===== src/rtl/usb_reg_frontend.sv =====
// rtl/usb_reg_frontend.sv - USB controller parallel bus to internal register strobe frontend
//
// Turns the asynchronous cwusb_* strobes into synchronous reg_read/reg_write pulses
// and keeps a byte counter for multi-byte bursts to one address.
//
// Ports:
//   cwusb_clk, reset_n                 clock, synchronous active-low reset
//   cwusb_din / cwusb_dout             write data in / read data out (dout = reg_datai)
//   cwusb_isout                        bus output-enable (read in progress | I_drive_data)
//   cwusb_addr                         register address from the controller
//   cwusb_rdn, cwusb_wrn, cwusb_cen    active-low async strobes
//   I_drive_data                       forces cwusb_isout high
//   reg_address, reg_bytecnt           registered address, byte index within burst
//   reg_datao / reg_datai              write data out / read data in
//   reg_read, reg_write                one-cycle access pulses
//   reg_addrvalid                      high while an access is in progress

module usb_reg_frontend #(
    parameter int pADDR_WIDTH   = 8,
    parameter int pBYTECNT_SIZE = 7,
    parameter int pRD_HOLD      = 2,
    parameter int pBCNT_WRAP    = 1
) (
    input  logic                     cwusb_clk,
    input  logic                     reset_n,
    input  logic [7:0]               cwusb_din,
    output logic [7:0]               cwusb_dout,
    output logic                     cwusb_isout,
    input  logic [pADDR_WIDTH-1:0]   cwusb_addr,
    input  logic                     cwusb_rdn,
    input  logic                     cwusb_wrn,
    input  logic                     cwusb_cen,
    input  logic                     I_drive_data,
    output logic [pADDR_WIDTH-1:0]   reg_address,
    output logic [pBYTECNT_SIZE-1:0] reg_bytecnt,
    output logic [7:0]               reg_datao,
    input  logic [7:0]               reg_datai,
    output logic                     reg_read,
    output logic                     reg_write,
    output logic                     reg_addrvalid
);

    typedef enum logic [1:0] {
        ST_IDLE    = 2'd0,
        ST_RD      = 2'd1,
        ST_RD_HOLD = 2'd2,
        ST_WR      = 2'd3
    } state_t;

    localparam logic [3:0]               HOLD_INIT = 4'(pRD_HOLD);
    localparam logic [pBYTECNT_SIZE-1:0] BCNT_ONE  = {{(pBYTECNT_SIZE-1){1'b0}}, 1'b1};

    // Two-flop synchronizers; idle level of the strobes is 1.
    logic rdn_meta_q, rdn_s_q;
    logic wrn_meta_q, wrn_s_q;
    logic cen_meta_q, cen_s_q;

    state_t                     state_q, state_d;
    logic [3:0]                 hold_cnt_q, hold_cnt_d;
    logic [pADDR_WIDTH-1:0]     addr_q, addr_d;
    logic [pBYTECNT_SIZE-1:0]   bytecnt_q, bytecnt_d;
    logic [7:0]                 datao_q, datao_d;
    logic                       read_q, read_d;
    logic                       write_q, write_d;
    logic                       rd_done_q, rd_done_d;
    logic                       isout_q, isout_d;
    logic                       addrvalid_q, addrvalid_d;

    logic rd_act, wr_act;

    assign rd_act = ~cen_s_q & ~rdn_s_q;
    assign wr_act = ~cen_s_q & ~wrn_s_q;

    always_comb begin
        state_d    = state_q;
        hold_cnt_d = hold_cnt_q;
        addr_d     = addr_q;
        datao_d    = datao_q;
        read_d     = 1'b0;
        write_d    = 1'b0;
        rd_done_d  = 1'b0;

        case (state_q)
            ST_IDLE: begin
                addr_d = cwusb_addr;
                if (rd_act) begin
                    state_d = ST_RD;
                    read_d  = 1'b1;
                end else if (wr_act) begin
                    state_d = ST_WR;
                    datao_d = cwusb_din;
                end
            end
            ST_RD: begin
                // A concurrent wr_act is ignored: the read runs to completion.
                if (!rd_act) begin
                    rd_done_d = 1'b1;
                    if (pRD_HOLD == 0) begin
                        state_d = ST_IDLE;
                    end else begin
                        state_d    = ST_RD_HOLD;
                        hold_cnt_d = HOLD_INIT;
                    end
                end
            end
            ST_RD_HOLD: begin
                // A new read inside the hold window keeps the bus driven with no gap.
                if (rd_act) begin
                    state_d    = ST_RD;
                    read_d     = 1'b1;
                    hold_cnt_d = 4'd0;
                end else if (hold_cnt_q <= 4'd1) begin
                    state_d    = ST_IDLE;
                    hold_cnt_d = 4'd0;
                end else begin
                    hold_cnt_d = hold_cnt_q - 4'd1;
                end
            end
            ST_WR: begin
                if (wr_act) begin
                    datao_d = cwusb_din;
                end else begin
                    write_d = 1'b1;
                    state_d = ST_IDLE;
                end
            end
            default: state_d = ST_IDLE;
        endcase

        // Address change clears the burst counter and wins over a pending increment.
        bytecnt_d = bytecnt_q;
        if (state_q == ST_IDLE && cwusb_addr != addr_q) begin
            bytecnt_d = '0;
        end else if (rd_done_q || write_q) begin
            if (&bytecnt_q) begin
                bytecnt_d = (pBCNT_WRAP != 0) ? '0 : bytecnt_q;
            end else begin
                bytecnt_d = bytecnt_q + BCNT_ONE;
            end
        end

        isout_d     = (state_d == ST_RD) || (state_d == ST_RD_HOLD);
        addrvalid_d = (state_d != ST_IDLE);
    end

    always_ff @(posedge cwusb_clk) begin
        if (!reset_n) begin
            rdn_meta_q  <= 1'b1;
            rdn_s_q     <= 1'b1;
            wrn_meta_q  <= 1'b1;
            wrn_s_q     <= 1'b1;
            cen_meta_q  <= 1'b1;
            cen_s_q     <= 1'b1;
            state_q     <= ST_IDLE;
            hold_cnt_q  <= 4'd0;
            addr_q      <= '0;
            bytecnt_q   <= '0;
            datao_q     <= 8'd0;
            read_q      <= 1'b0;
            write_q     <= 1'b0;
            rd_done_q   <= 1'b0;
            isout_q     <= 1'b0;
            addrvalid_q <= 1'b0;
        end else begin
            rdn_meta_q  <= cwusb_rdn;
            rdn_s_q     <= rdn_meta_q;
            wrn_meta_q  <= cwusb_wrn;
            wrn_s_q     <= wrn_meta_q;
            cen_meta_q  <= cwusb_cen;
            cen_s_q     <= cen_meta_q;
            state_q     <= state_d;
            hold_cnt_q  <= hold_cnt_d;
            addr_q      <= addr_d;
            bytecnt_q   <= bytecnt_d;
            datao_q     <= datao_d;
            read_q      <= read_d;
            write_q     <= write_d;
            rd_done_q   <= rd_done_d;
            isout_q     <= isout_d;
            addrvalid_q <= addrvalid_d;
        end
    end

    assign cwusb_dout    = reg_datai;
    assign cwusb_isout   = isout_q | I_drive_data;
    assign reg_address   = addr_q;
    assign reg_bytecnt   = bytecnt_q;
    assign reg_datao     = datao_q;
    assign reg_read      = read_q;
    assign reg_write     = write_q;
    assign reg_addrvalid = addrvalid_q;

endmodule

===== config.mk =====
export PLATFORM = sky130hd
export DESIGN_NAME = usb_reg_frontend
export DESIGN_NICKNAME = d
export VERILOG_FILES = /design/src/rtl/usb_reg_frontend.sv
export SDC_FILE = /design/constraint.sdc
export NUM_CORES = 1
export LEC_CHECK = 0
export CAP_MARGIN = 10
export CORE_AREA = 4 4 65 67
export CTS_CLUSTER_SIZE = 16
export DETAILED_ROUTE_END_ITERATION = 6
export DIE_AREA = 0 0 69 71
export DONT_BUFFER_PORTS = 1
export PLACE_DENSITY = 0.74
export SLEW_MARGIN = 20
export SYNTH_ARGS = -nofsm -noshare
export SYNTH_HDL_FRONTEND = slang
export SYNTH_SLANG_ARGS = --single-unit
export TNS_END_PERCENT = 100

===== constraint.sdc =====
create_clock -name cwusb_clk -period 1.9 [get_ports cwusb_clk]
set_input_delay 0.285 -clock cwusb_clk [delete_from_list [all_inputs] [get_ports cwusb_clk]]
set_output_delay 0.285 -clock cwusb_clk [all_outputs]
set_load 0.05 [all_outputs]

# ---- Yosys cells after proc, flatten, opt, wreduce, memory -nomap -nowiden
# Index checks and enable logic that the tools add are counted.
dict set report word_totals {
  register_bits 40
  in_bits 30
  out_inout_bits 35
  word_cells 67
}
dict set report op_classes {
  add_sub_neg 2
  magnitude_cmp 1
  n_eq_ne 8
  n_mux 18
  n_bitwise 7
  reduce_logical 15
}
# cell count
set ops {}
lappend ops {{$mux W8} 2}
lappend ops {{$pmux W8 S2} 1}
lappend ops {{$mux W2} 6}
lappend ops {{$mux W4} 3}
lappend ops {{$reduce_and A2 Y1} 5}
lappend ops {{$ne A8 B8 Y1} 1}
lappend ops {{$pmux W2 S4} 1}
lappend ops {{$pmux W4 S2} 1}
lappend ops {{$add A7 B1 Y7 const B} 1}
lappend ops {{$mux W7} 1}
lappend ops {{$reduce_and A7 Y1} 1}
lappend ops {{$eq A2 B2 Y1 const B} 3}
lappend ops {{$reduce_bool A2 Y1} 3}
lappend ops {{$eq A2 B1 Y1 const B} 2}
lappend ops {{$le A4 B1 Y1 const B} 1}
lappend ops {{$ne A2 B2 Y1 const B} 2}
lappend ops {{$not A1 Y1} 4}
lappend ops {{$reduce_or A2 Y1} 2}
lappend ops {{$sub A4 B1 Y4 const B} 1}
lappend ops {{$mux W1} 3}
lappend ops {{$and A1 B1 Y1} 2}
lappend ops {{$logic_not A2 Y1} 1}
lappend ops {{$logic_or A1 B1 Y1} 2}
lappend ops {{$logic_and A1 B1 Y1} 1}
lappend ops {{$or A1 B1 Y1} 1}

# ---- Logic depth before layout (Yosys ltp)
dict set report depth {
  ltp_word 7
  ltp_mapped 7
  mapped_depth_nobuf 7
}

# ---- Least setup slack after synthesis
# OpenSTA, ideal clock, no wires.
dict set report synth_timing {
  path_kind {register to register}
  from {register hold_cnt_q[0]}
  to {register isout_q}
  setup_ns 0.115
  t_arrival_ns 1.812
  t_required_ns 1.785
  path_slack_ns -0.026
  stages_incl_launch_ff 8
  n_path_buf 0
  period_less_slack_ns 1.926
  cell_sequence {dfxtp_1 -> inv_1 -> ha_1 -> or2_2 -> a211o_1 -> o211a_2 -> ha_1 -> and2_1}
}
dict set report synth_via {
  elab_chain_cells 6
  word_cells_on_any_way 7
  cone_classes {order compare: 1; eq/ne: 2; mux: 3; reduce/logical: 1}
}
# element line
set synth_lines {}
lappend synth_lines {{start, declared} 59} ;# logic [3:0] hold_cnt_q, hold_cnt_d;
lappend synth_lines {{start signal, assigned} 172} ;# hold_cnt_q <= hold_cnt_d;
lappend synth_lines {{$le A4 B1 Y1 *} 112} ;# end else if (hold_cnt_q <= 4'd1) begin
lappend synth_lines {{$mux W2 *} 112}
lappend synth_lines {{$mux W2 *} 108} ;# if (rd_act) begin
lappend synth_lines {{$pmux W2 S4 *} 83} ;# case (state_q)
lappend synth_lines {{$eq A2 B1 Y1 or $eq A2 B2 Y1 (tied branches)} 142} ;# isout_d = (state_d == ST_RD) || (state_d == ST_RD_HOLD);
lappend synth_lines {{$logic_or A1 B1 Y1 *} 142}
lappend synth_lines {{named net isout_d} 66} ;# logic isout_q, isout_d;
lappend synth_lines {{end signal, assigned} 179} ;# isout_q <= isout_d;
lappend synth_lines {{end, declared} 66}
# Mark *: on every way through the listed nets, which the timed path passes. The rest lies on a longest branch.
# A chain may end at the register's enable or synchronous reset.

# ---- Worst setup path in the final report
dict set report layout_timing {
  from {register hold_cnt_q[1]}
  to {register isout_q}
}
# The elaborated chain is that of the path after synthesis.

==> flow_summary.ini <==
[outcome]
status = completed

[synthesis]
syn_avg_cell_area_um2 = 9.38
synth_simple_gate_area_share_pct = 20.6
netlist_area_um2 = 1780
syn_inst = 190
synth_warnings = 0
synthArstFlopShare_pct = 0
synth_compound_area_share_pct = 13.7
muxShareOfSynthArea_pct = 5.06
synthFlopType = dfxtp_1
syn_nets = 224
synthAdderAreaFrac_pct = 2.81
synth_top_family_by_area = simple AND/OR/NAND/NOR gates
synth_area_leaders = dfxtp_1 (45%), mux2i_1 (5.1%), nand2_1 (4.4%)
seq_area_frac_synth_pct = 44.9
synth_edf_count = 0
ys_types = 37
synth_top_area_share_pct = 44.9
synth_top_area_cell = dfxtp_1
synthXorXnorAreaFrac_pct = 6.39
synth_seq_cells = 40

[floorplan]
rows = 22
die_x_um = 69
core_area_um2 = 3630
fp.dieArea_um2 = 4900
start_util_pct = 49.0
ios = 65
dieHeight_um = 71

[global_route]
grt_overflow_total = 0
grtUsageTotal_pct = 14.3
antenna_found_initial = 0
grt_max_degree = 41
first_global_vias = 1293
grt_pass1_wl_um = 5860

[power]
comb_power_share_pct = 8.0
finalPower_uw = 1510
power.switching_uw = 351
swShare_pct = 23.3
vdd_drop_max_uv = 457
p_per_area_nw_per_um2 = 755
p_clk_share_pct = 33.8
seqPwrFrac_pct = 58.2
leakagePower_uw = 0.000864
internal_power_uw = 1150

[setup_path]
rr_startpoint = hold_cnt_q[1]
r2r_cells = 7
crit_required_ps = 2070
critPathCapture = isout_q
end_kind = flip-flop
cp-startpoint = hold_cnt_q[1]
critPathKind = flip-flop to flip-flop
start_kind = flip-flop
r2r_slack_ps = 70
timing.rr.end = isout_q
crit_fanout = 3
arrival_ps = 2000

[cells_and_area]
diodes = 0
final_common_cell = dfxtp_1
fill_cells = 345
final_cell_mix = dfxtp_1 (38), nand2_1 (21), buf_4 (21)
instances_no_fill = 251
multi_input_area_um2 = 877
nets = 237
drive_above_1_share_pct = 18.2
fin_area_um2 = 1990
seq_area_um2 = 806
area_growth_syn_to_layout_pct = 11.9

[timing]
min_period_over_period_pct = 96.1
finalSetupTns_ps = 0
clock.fmax_mhz = 548
min_period_ps = 1830
tightest_slew_ps = 529
hold_violations = 0
fin_skew_ps = 10.6
setup_viol = 0
final.setup.worst_slack_ps = 74.6
relSlewSlack_pct = 64.7
rsz0062_at_grt = no
slew_viol_final = 0

[route]
viasPerCell = 5.15
detail_route.first_pass.iterations = 5
drt_wl_total_um = 3400
num_vias = 1293
drc = 0
drt_iter0_drc = 57
drtAntennaViolNets = 0
wire_per_inst_um = 13.5

[flow_run]
maxCapViolCount = 0

[place]
placement.io_buffers = 0
post-place-ws_ps = -3.76
gp_congestion = 0.771
dpl_cell_area_um2 = 1900
place_inst = 244
place_hpwl_um = 2580

[cts]
tritoncts = built
cts.reportedPaths.clkPinSlew_ps = 70
clkSinkCount = 40
cts_hold_buf = 0
insertion_delay_ps = 280
htreeDepth = 2
cts_buffer_depth = 2
numCtsBuffers = 5
root_buffer = clkbuf_8

[min_path]
min_path_type = input port to flip-flop
[cell type report]
type	count	share of cell area, %
Timing Repair Buffer	21	7.91
Tap cell	48	3.01
Multi-Input combinational cell	131	44.0
Clock inverter	1	0.251
Sequential cell	40	40.4
Inverter	4	0.753
Clock buffer	6	3.64
[worst max-delay path: stages, from the launching register on]
cell,delay [ps]
dfxtp_2,320
inv_1,80
ha_4,170
or2_2,280
a211o_1,300
o211a_2,150
ha_1,260
and2_1,150
[power groups by stage]
stage | combinational, uW | clock [uW] | sequential, uW
finish | 121 | 509 | 875
global route | 132 | 566 | 877
CTS | 122 | 531 | 876
detailed placement | 122 | 0 | 896
global placement | 118 | 0 | 895
floorplan | 109 | 0 | 932
[through the flow]
step	util [%]	hold WS, ps
global route	54.9	63.2
floorplan	-	386
detailed placement	52.2	365
finish	54.9	84.4
global placement	52.2	366
CTS	54.4	62.4
[state kept, by name, summed over array words and instances (netlist names)]
register,cells
reg_read,1
wrn_meta_q,1
isout_q,1
reg_bytecnt,7
rd_done_q,1
reg_addrvalid,1
cen_s_q,1
cen_meta_q,1
rdn_meta_q,1
state_q,2
reg_address,8
rdn_s_q,1
reg_write,1
wrn_s_q,1
hold_cnt_q,4
reg_datao,8
[cells by family after synthesis]
family / count (synthesis)
AO/OA/AOI/OAI: 33
XOR/XNOR: 13
adder cells (fa/ha/maj): 4
buffers and inverters: 19
flip-flops: 40
multiplexers: 9
AND/OR/NAND/NOR: 72
[timing repair]
item	CTS	global route
pin swaps	0	1
gates resized for setup	1	5
hold endpoints to repair	0	0
buffers inserted	0	0
endpoints found under the setup margin	1	1
[worst min path at each step]
stage | from | endpoint | slack [ps] | cells after the start
after floorplan | cen_meta_q | cen_s_q | 390 | 1
after global placement | reset_n | wrn_s_q | 370 | 1
after detailed placement | reset_n | wrn_meta_q | 370 | 1
after CTS | reset_n | wrn_meta_q | 60 | 1
after global routing | reset_n | cen_meta_q | 60 | 1
final | reset_n | cen_meta_q | 80 | 1
[synthesized netlist by cell type (all sizes together) (3+ instances only)]
cell,number
o211ai,3
o211a,3
a21oi,3
xor2,9
o21ai,5
nor2,14
mux2i,9
or2,4
nor3b,3
clkbuf,5
ha,4
dfxtp,40
inv,4
buf,10
nand2b,8
nor2b,11
nand2,21
xnor2,4
a21boi,8
[metal layers]
metal  global-route usage, %  routed length [um]  vias to the layer above
met1                    15.4                1430                      570
met5                       0                   0                        -
met4                    3.47                  39                        0
met3                    6.11                 260                        7
met2                    25.7                1660                       53
li1                        -                   -                      663
Note: power is estimated with default switching activity, not from simulation.
